File: config.mk
export PLATFORM = sky130hd
export DESIGN_NAME = adder_share_arb
export DESIGN_NICKNAME = d
export VERILOG_FILES = /design/src/rtl/adder_share_pkg.sv /design/src/rtl/adder_share_dp.sv /design/src/rtl/adder_share_arb.sv
export SDC_FILE = /design/constraint.sdc
export NUM_CORES = 1
export LEC_CHECK = 0
export ABC_AREA = 1
export BUFFER_PORTS_ARGS = -buffer_cell sky130_fd_sc_hd__buf_2
export CELL_PAD_IN_SITES_DETAIL_PLACEMENT = 1
export CELL_PAD_IN_SITES_GLOBAL_PLACEMENT = 1
export CORE_UTILIZATION = 29
export DETAILED_ROUTE_END_ITERATION = 12
export PLACE_DENSITY = 0.8
export SLEW_MARGIN = 20
export SYNTH_ARGS = -nofsm -noshare
export SYNTH_HDL_FRONTEND = slang
export SYNTH_SLANG_ARGS = --single-unit
File: constraint.sdc
create_clock -name clk -period 5.1 [get_ports clk]
set_clock_uncertainty 0.05 [all_clocks]
set_input_delay 0.765 -clock clk [delete_from_list [all_inputs] [get_ports clk]]
set_output_delay 0.765 -clock clk [all_outputs]
set_load 0.05 [all_outputs]
File: src/rtl/adder_share_pkg.sv
// Shared types and helpers for the round-robin shared adder.
// Provides the arbiter state enum, the round-robin pick function and the ID width helper.
package adder_share_pkg;

    typedef enum logic {
        IDLE  = 1'b0,
        BURST = 1'b1
    } arb_state_t;

    // Index width: at least one bit even when there are two requesters.
    function automatic int id_width(input int n);
        return (n > 2) ? $clog2(n) : 1;
    endfunction

    // First valid index at or after ptr, wrapping modulo n.
    // The loop runs downward so the smallest offset from ptr is the one kept.
    function automatic int rr_pick(input logic [15:0] valid,
                                   input int ptr,
                                   input int n);
        int g;
        int idx;
        g = ptr;
        for (int k = 15; k >= 0; k--) begin
            if (k < n) begin
                idx = (ptr + k) % n;
                if (valid[idx]) g = idx;
            end
        end
        return g;
    endfunction

endpackage

File: src/rtl/adder_share_dp.sv
// Combinational WIDTH-bit adder shared by all requesters.
// Ports: a_i, b_i, cin_i in; sum_o (WIDTH bits) and cout_o (true carry out of the MSB) out.
module adder_share_dp #(
    parameter int WIDTH = 32
) (
    input  logic [WIDTH-1:0] a_i,
    input  logic [WIDTH-1:0] b_i,
    input  logic             cin_i,
    output logic [WIDTH-1:0] sum_o,
    output logic             cout_o
);

    assign {cout_o, sum_o} = {1'b0, a_i} + {1'b0, b_i} + {{WIDTH{1'b0}}, cin_i};

endmodule

File: src/rtl/adder_share_arb.sv
// Round-robin arbiter sharing one adder between NUM_REQ requesters, with carry-chained bursts.
// Ports: clk, rst (sync, active-high); per-requester req_valid/ready/a/b/cin/last;
// registered response rsp_valid/ready/sum/cout/id/last. Optional ADDER_SHARE_ARB_OVF_EN adds rsp_ovf.
module adder_share_arb
    import adder_share_pkg::*;
#(
    parameter  int WIDTH   = 32,
    parameter  int NUM_REQ = 4,
    localparam int ID_W    = id_width(NUM_REQ)
) (
    input  logic                     clk,
    input  logic                     rst,
    input  logic [NUM_REQ-1:0]       req_valid,
    output logic [NUM_REQ-1:0]       req_ready,
    input  logic [NUM_REQ*WIDTH-1:0] req_a,
    input  logic [NUM_REQ*WIDTH-1:0] req_b,
    input  logic [NUM_REQ-1:0]       req_cin,
    input  logic [NUM_REQ-1:0]       req_last,
    output logic                     rsp_valid,
    input  logic                     rsp_ready,
    output logic [WIDTH-1:0]         rsp_sum,
    output logic                     rsp_cout,
    output logic [ID_W-1:0]          rsp_id,
`ifdef ADDER_SHARE_ARB_OVF_EN
    output logic                     rsp_ovf,
`endif
    output logic                     rsp_last
);

    arb_state_t       state_q, state_d;
    logic [ID_W-1:0]  rr_ptr_q, rr_ptr_d;
    logic [ID_W-1:0]  owner_q, owner_d;
    logic             carry_q, carry_d;
    logic             rsp_valid_q, rsp_valid_d;
    logic [WIDTH-1:0] rsp_sum_q, rsp_sum_d;
    logic             rsp_cout_q, rsp_cout_d;
    logic [ID_W-1:0]  rsp_id_q, rsp_id_d;
    logic             rsp_last_q, rsp_last_d;

    logic [ID_W-1:0]  gnt;
    logic             slot_free;
    logic             accept;
    logic [WIDTH-1:0] op_a, op_b, dp_sum;
    logic             op_cin, dp_cout;

    // In a burst the owner is the only candidate; otherwise the round-robin pick.
    always_comb begin
        if (state_q == BURST) gnt = owner_q;
        else gnt = ID_W'(rr_pick(16'(req_valid), int'(rr_ptr_q), NUM_REQ));
    end

    assign slot_free = !rsp_valid_q || rsp_ready;
    assign op_a      = req_a[int'(gnt)*WIDTH +: WIDTH];
    assign op_b      = req_b[int'(gnt)*WIDTH +: WIDTH];
    assign op_cin    = (state_q == BURST) ? carry_q : req_cin[gnt];

    adder_share_dp #(.WIDTH(WIDTH)) u_dp (
        .a_i    (op_a),
        .b_i    (op_b),
        .cin_i  (op_cin),
        .sum_o  (dp_sum),
        .cout_o (dp_cout)
    );

    always_comb begin
        state_d     = state_q;
        rr_ptr_d    = rr_ptr_q;
        owner_d     = owner_q;
        carry_d     = carry_q;
        rsp_valid_d = rsp_valid_q;
        rsp_sum_d   = rsp_sum_q;
        rsp_cout_d  = rsp_cout_q;
        rsp_id_d    = rsp_id_q;
        rsp_last_d  = rsp_last_q;
        req_ready   = '0;
        accept      = 1'b0;

        if (!rst && slot_free && req_valid[gnt]) begin
            req_ready[gnt] = 1'b1;
            accept         = 1'b1;
        end

        if (accept) begin
            rsp_valid_d = 1'b1;
            rsp_sum_d   = dp_sum;
            rsp_cout_d  = dp_cout;
            rsp_id_d    = gnt;
            rsp_last_d  = req_last[gnt];
            carry_d     = dp_cout;
            if (req_last[gnt]) begin
                state_d  = IDLE;
                rr_ptr_d = (gnt == ID_W'(NUM_REQ - 1)) ? '0 : gnt + ID_W'(1);
            end else begin
                state_d = BURST;
                owner_d = gnt;
            end
        end else if (rsp_ready) begin
            rsp_valid_d = 1'b0;
        end
    end

    always_ff @(posedge clk) begin
        if (rst) begin
            state_q     <= IDLE;
            rr_ptr_q    <= '0;
            owner_q     <= '0;
            carry_q     <= 1'b0;
            rsp_valid_q <= 1'b0;
            rsp_sum_q   <= '0;
            rsp_cout_q  <= 1'b0;
            rsp_id_q    <= '0;
            rsp_last_q  <= 1'b0;
        end else begin
            state_q     <= state_d;
            rr_ptr_q    <= rr_ptr_d;
            owner_q     <= owner_d;
            carry_q     <= carry_d;
            rsp_valid_q <= rsp_valid_d;
            rsp_sum_q   <= rsp_sum_d;
            rsp_cout_q  <= rsp_cout_d;
            rsp_id_q    <= rsp_id_d;
            rsp_last_q  <= rsp_last_d;
        end
    end

    assign rsp_valid = rsp_valid_q;
    assign rsp_sum   = rsp_sum_q;
    assign rsp_cout  = rsp_cout_q;
    assign rsp_id    = rsp_id_q;
    assign rsp_last  = rsp_last_q;

`ifdef ADDER_SHARE_ARB_OVF_EN
    logic rsp_ovf_q;
    logic beat_ovf;

    // Signed overflow: operands agree in sign and the result does not.
    assign beat_ovf = (op_a[WIDTH-1] == op_b[WIDTH-1]) && (dp_sum[WIDTH-1] != op_a[WIDTH-1]);

    always_ff @(posedge clk) begin
        if (rst) rsp_ovf_q <= 1'b0;
        else if (accept) rsp_ovf_q <= beat_ovf;
    end

    assign rsp_ovf = rsp_ovf_q;
`endif

endmodule

Word-level counts from Yosys, hierarchy flattened --
Cells that the tools add are included.
Storage, ports and cells: output and inout bits 41, register bits 42
Cells by class: bitwise logic cells 4, add/sub/neg operators 6, eq/ne operators 1, shift operators 2, multiplexer cells 31, reductions and logical operators 12, $lt $le $gt $ge 6
Operators with widths (count):
- 128-bit by 8-bit indexed part select with 32-bit output | 2
- 32-bit by 32-bit adder with 33-bit output | 1
- 33-bit by 1-bit adder with 33-bit output | 1
- 3-bit by 6-bit less-than comparator with 1-bit output (second input constant) | 3
- 1-bit two-way mux | 16
- 2-bit two-way mux | 6
- 1-bit binary-select mux with 3-bit select | 3
- 1-bit binary-select mux with 2-bit select | 4
- 2-bit OR reduction | 3
- 2-bit by 5-bit less-than comparator with 1-bit output (second input constant) | 1
- 2-bit by 1-bit adder with 2-bit output (second input constant) | 2
- 2-bit adder (second input constant) | 2
- 4-bit two-way mux | 1
- 2-bit AND reduction | 2
- 1-bit bitwise AND (first input constant) | 3
- 1-bit logical AND | 3
- 2-bit by 3-bit less-than comparator with 1-bit output (second input constant) | 1
- 1-bit demux with 2-bit select | 1
- 2-bit equality test (second input constant) | 1
- 2-bit by 1-bit >= comparator with 1-bit output (second input constant) | 1
- 1-bit logical NOT | 2
- 2-bit nonzero test | 1
- 1-bit logical OR | 1
- 1-bit inverter | 1

Depth between registers and ports, before layout --
word-level depth 16, mapped depth 32, mapped depth without buffers 29

Cells and area by module --
Synthesis repeated with hierarchy kept, for this count alone.
Second synthesis, totals: cell total of the unflattened synthesis 1156, area, all modules 6162.2 um^2
Modules (own cells, without submodules):
- adder_share_arb | cells each 654, times used 1, area an instance 3781.1 um^2
- adder_share_dp | cells each 502, times used 1, area an instance 2381.0 um^2

Worst setup path after synthesis --
No wires, ideal clock.
path type in2reg, from input port req_valid[3], to register rsp_sum_q[30], in the netlist rsp_sum[30], arrival 3733 ps, path slack 1204 ps, stages 29, buffers on the path 2, setup time 113 ps, data required time 4937 ps, cell sequence inv_1 nand2_1 nand3_1 nand2_1 inv_1 nand2_1 nand2_1 nand2_1 nand2_1 nand2_1 nand2_4 nand2_2 buf_6 inv_4 buf_2 nand2_1 a32o_1 fa_1 inv_1 fa_1 a31o_2 nand2_1 nand2_1 nand3_1 nand3_1 a21oi_1 xor2_1 o21ai_1 inv_1
On the way: longest elaborated chain between the ends 12, elaborated cells on any way between the ends 27, those cells by class 2 x add/sub; 2 x shift; 22 x mux; 1 x reduce/logical
RTL lines:
- start, declared | line adder_share_arb.sv:13 | input logic [NUM_REQ-1:0] req_valid,
- parallel branches: the longest is 12 deep, another holds 32-bit by 32-bit adder with 33-bit output
- end signal, assigned | line adder_share_arb.sv:119 | rsp_sum_q <= rsp_sum_d;
- end, declared | line adder_share_arb.sv:35 | logic [WIDTH-1:0] rsp_sum_q, rsp_sum_d;
Several ways; the timed one is not identified. The select of a mux whose other input is x is not followed. A chain may end at the register's enable or synchronous reset.

Worst setup path after layout --
from register rr_ptr_q[0], to register rsp_sum_q[30], in the netlist rsp_sum[30]
On the way: longest elaborated chain between the ends 15, elaborated cells on any way between the ends 36, those cells by class 5 x add/sub; 2 x shift; 22 x mux; 3 x bitwise; 4 x reduce/logical
RTL lines:
- start, declared | line adder_share_arb.sv:31 | logic [ID_W-1:0] rr_ptr_q, rr_ptr_d;
- start signal, assigned | line adder_share_arb.sv:115 | rr_ptr_q <= rr_ptr_d;
- 2-bit adder | line adder_share_pkg.sv:25 | idx = (ptr + k) % n;
- 2-bit OR reduction (no source line)
- 1-bit bitwise AND (no source line)
- 1-bit binary-select mux with 3-bit select | line adder_share_pkg.sv:26 | if (valid[idx]) g = idx;
- 1-bit two-way mux (not written as such) (2 in series) | line adder_share_pkg.sv:26
- 2-bit two-way mux (3 in series) | line adder_share_pkg.sv:26
- 2-bit two-way mux * | line adder_share_pkg.sv:26
- 2-bit two-way mux * | line adder_share_arb.sv:48 | if (state_q == BURST) gnt = owner_q;
- parallel branches: the longest is 4 deep, another holds 32-bit by 32-bit adder with 33-bit output
Mark *: on every way between the ends. The select of a mux whose other input is x is not followed.

==> reports/results.txt <==
ANT nets after route = 0
1st-pass router iterations = 4
TritonCTS clock tree = built
Tot GR Track Use = 22.7%
layout cells sized above 1 = 28.5%
Net Count, Synth = 1242
final hold vios = 0
CP required = 5.29 ns
clock insertion delay at the later pin of the skew report = 0.28 ns
commonest non-fill, non-tap cell in the layout = buf_2
CP Capture Type = flop
most frequent cells in the layout = 311 x buf_2, 173 x nor2_1, 145 x nand2_1, 122 x o21ai_0, 62 x o22ai_1
CP max-delay cell = dfxtp_1
most used cell, CP = nand2_1
RSZ-0062 raised after global routing = false
Final Net Count = 1512
worst setup path startpoint = rr_ptr_q[0]$_SDFFE_PP0P_
cts hold-fix bufs = 0
root buffer cell = clkbuf_16
gpl congestion = 0.882
top post-synthesis cells by area = dfxtp_1 15%, nor2_1 12%, o21ai_0 11%
Crit path largest cell delay = 0.57 ns
diode count = 0
Slew @ Worst Pin = 0.702 ns
number of global-route vias before repair = 7312
Die Height = 140 um
number of buffers created by CTS = 5
die area = 19500 sq um
Post-synth top flop = dfxtp_1
sequential element share of the synthesized area = 15.3%
asr flop ratio synth = 0%
Max Slew Vio Count = 0
P&R area growth vs syn = 32.6%
Critical path buffers and inverters = 6
Worst Path Arrival = 4.78 ns
initial antenna violation count = 0
Post-Synthesis Cells = 934
Clock Path Buffers = 2
final setup violating endpoints = 0
first-pass GRT wire length = 36.1 mm
clk sinks = 42
# rows = 49
min cycle time layout = 4.59 ns
detailed-route wire length per cell = 16.0 um
drt via density = 5.16
clk slew on worst S/H paths = 0.07 ns
Final Cycle Share = 90.0%
status = completed
die width = 140 um
H-Tree Depth = 2
PostCTS Resize Cnt = 0
Cell Area, Synth = 5490 sq um
hold_sp = rsp_id[0]$_SDFFE_PP0P_
pin count of the biggest net entering global routing = 101
Mapped Avg Cell Area = 5.88 sq um
Peak Freq = 218 MHz
crit start category = flop
setup TNS = 0 ns
CP Max Fanout = 100
Syn. warnings = 0
DR vias = 7401
initial core utilization = 30.1%
top cell type's share of synthesized area = 15.3%
port buffer count = 311
filler cell count = 2545
DR DRC count = 0
Max-Cap Viols = 0
Max transition margin = 53.2%
Cell variety after synth = 43
Hold WC Path Type = reg -> reg
postcts setup bufs = 0
Setup Crit Path Kind = reg -> reg
Seq cells post-synth = 42
core area = 18300 sq um
Total Wirelength = 23.0 mm
HPWL after DPL = 18.9 mm
Synth area leader = dfxtp_1
I/O pin total = 312
Post-synth EDFFs = 0
DR iter-0 viols = 298
gr ovfl total = 0
r2r startpoint = rr_ptr_q[0]$_SDFFE_PP0P_
Top Family by Delay on Critical Path = simple AND/OR/NAND/NOR gates
critical path, cell by cell = inv_1 -> nand2_1 -> and2_1 -> nand2_1 -> nand2_1 -> inv_2 -> nand3_1 -> nand2_1 -> nand2_4 -> nand2_4 -> inv_4 -> buf_12 -> buf_4 -> o21ai_0 -> o22ai_1 -> ha_1 -> a21oi_1 -> o21ai_0 -> nor2_1 -> nand3_1 -> a21oi_1 -> xor2_1 -> o21ai_1 -> inv_1
==> routing by layer <==
layer / GRT usage [%] / part of all wire, %
met2: 40.8 / 49
met5: 0 / 0
met3: 2.44 / 4.0
met4: 3.88 / 0.83
met1: 29.6 / 46
==> path summary, 6_finish.rpt <==
kind                                            endpoint  slack, ns  cells after the start
worst min register to register    rsp_id[0]$_SDFFE_PP0P_       0.41                      2
worst min-delay path              rsp_id[0]$_SDFFE_PP0P_       0.41                      2
worst max register to register  rsp_sum[30]$_SDFFE_PP0P_       0.51                     24
worst max-delay path            rsp_sum[30]$_SDFFE_PP0P_       0.51                     24
==> synth_stat cells (2+ instances only) <==
cell type / count
o21ai_0: 122
clkbuf_1: 16
inv_2: 4
a21oi_1: 51
a31oi_1: 5
inv_1: 59
a21boi_0: 2
nand2_4: 3
nor3_1: 5
nand3_1: 49
dfxtp_1: 42
nand3_2: 2
nand2_1: 145
o211ai_1: 3
nor4_1: 2
ha_1: 35
a32o_1: 2
xor2_1: 16
o21a_1: 2
nor2_1: 173
xnor2_1: 14
fa_1: 2
a21o_1: 3
o21ai_1: 56
inv_4: 2
nand4_1: 5
buf_2: 18
buf_6: 10
buf_4: 11
o22ai_1: 62
==> sequential cells by signal (all words and copies together) (netlist names) <==
name,cells
rsp_valid,1
rr_ptr_q,2
state_q,1
owner_q,2
rsp_id,2
rsp_cout,1
rsp_last,1
rsp_sum,32
==> cell type report <==
class,instances,area [sq um],area share [%]
clock inverters,2,60.1,0.825
multi-input cells,770,4060,55.8
well taps,229,287,3.94
repair buffers,319,1640,22.5
inverters,66,253,3.47
clock buffers,6,139,1.91
flip-flops and latches,42,841,11.5
==> kinds of logic (layout without fill, tap and decap cells) <==
kind of cell,Yosys count,in the layout,share of synthesized area (%)
and+or+nand+nor,390,390,29.2
AOI/OAI and AO/OA,313,313,31.1
buffers and inverters,122,393,11.0
DFF,42,42,15.3
adders and majority gates,37,37,8.70
xor gates and xnor gates,30,30,4.78
==> through the flow <==
| stage | hold WS, ns | area [sq um] | setup slack, ns | cells | util [%] |
|---|---|---|---|---|---|
| 6_report | 0.411 | 7280 | 0.508 | 1434 | 39.9 |
| 5_1_grt | 0.440 | 7280 | 0.144 | 1434 | 39.9 |
| 4_1_cts | 0.420 | 7280 | 0.520 | 1434 | 39.9 |
| 3_5_place_dp | 0.410 | 7080 | 0.399 | 1426 | 38.8 |
| 3_3_place_gp | 0.403 | 7080 | 0.425 | 1426 | 38.8 |
| 2_1_floorplan | 0.394 | 5490 | 1.20 | 934 | - |
==> tightest hold or removal path, stage by stage (launching register included) <==
cell and delay (ns):
dfxtp_1 0.30, nand2_1 0.06, a21oi_1 0.05
Power is left out: the tool's default activity adds up to more than one toggle a clock period on the data nets, which glitch-free logic cannot reach.
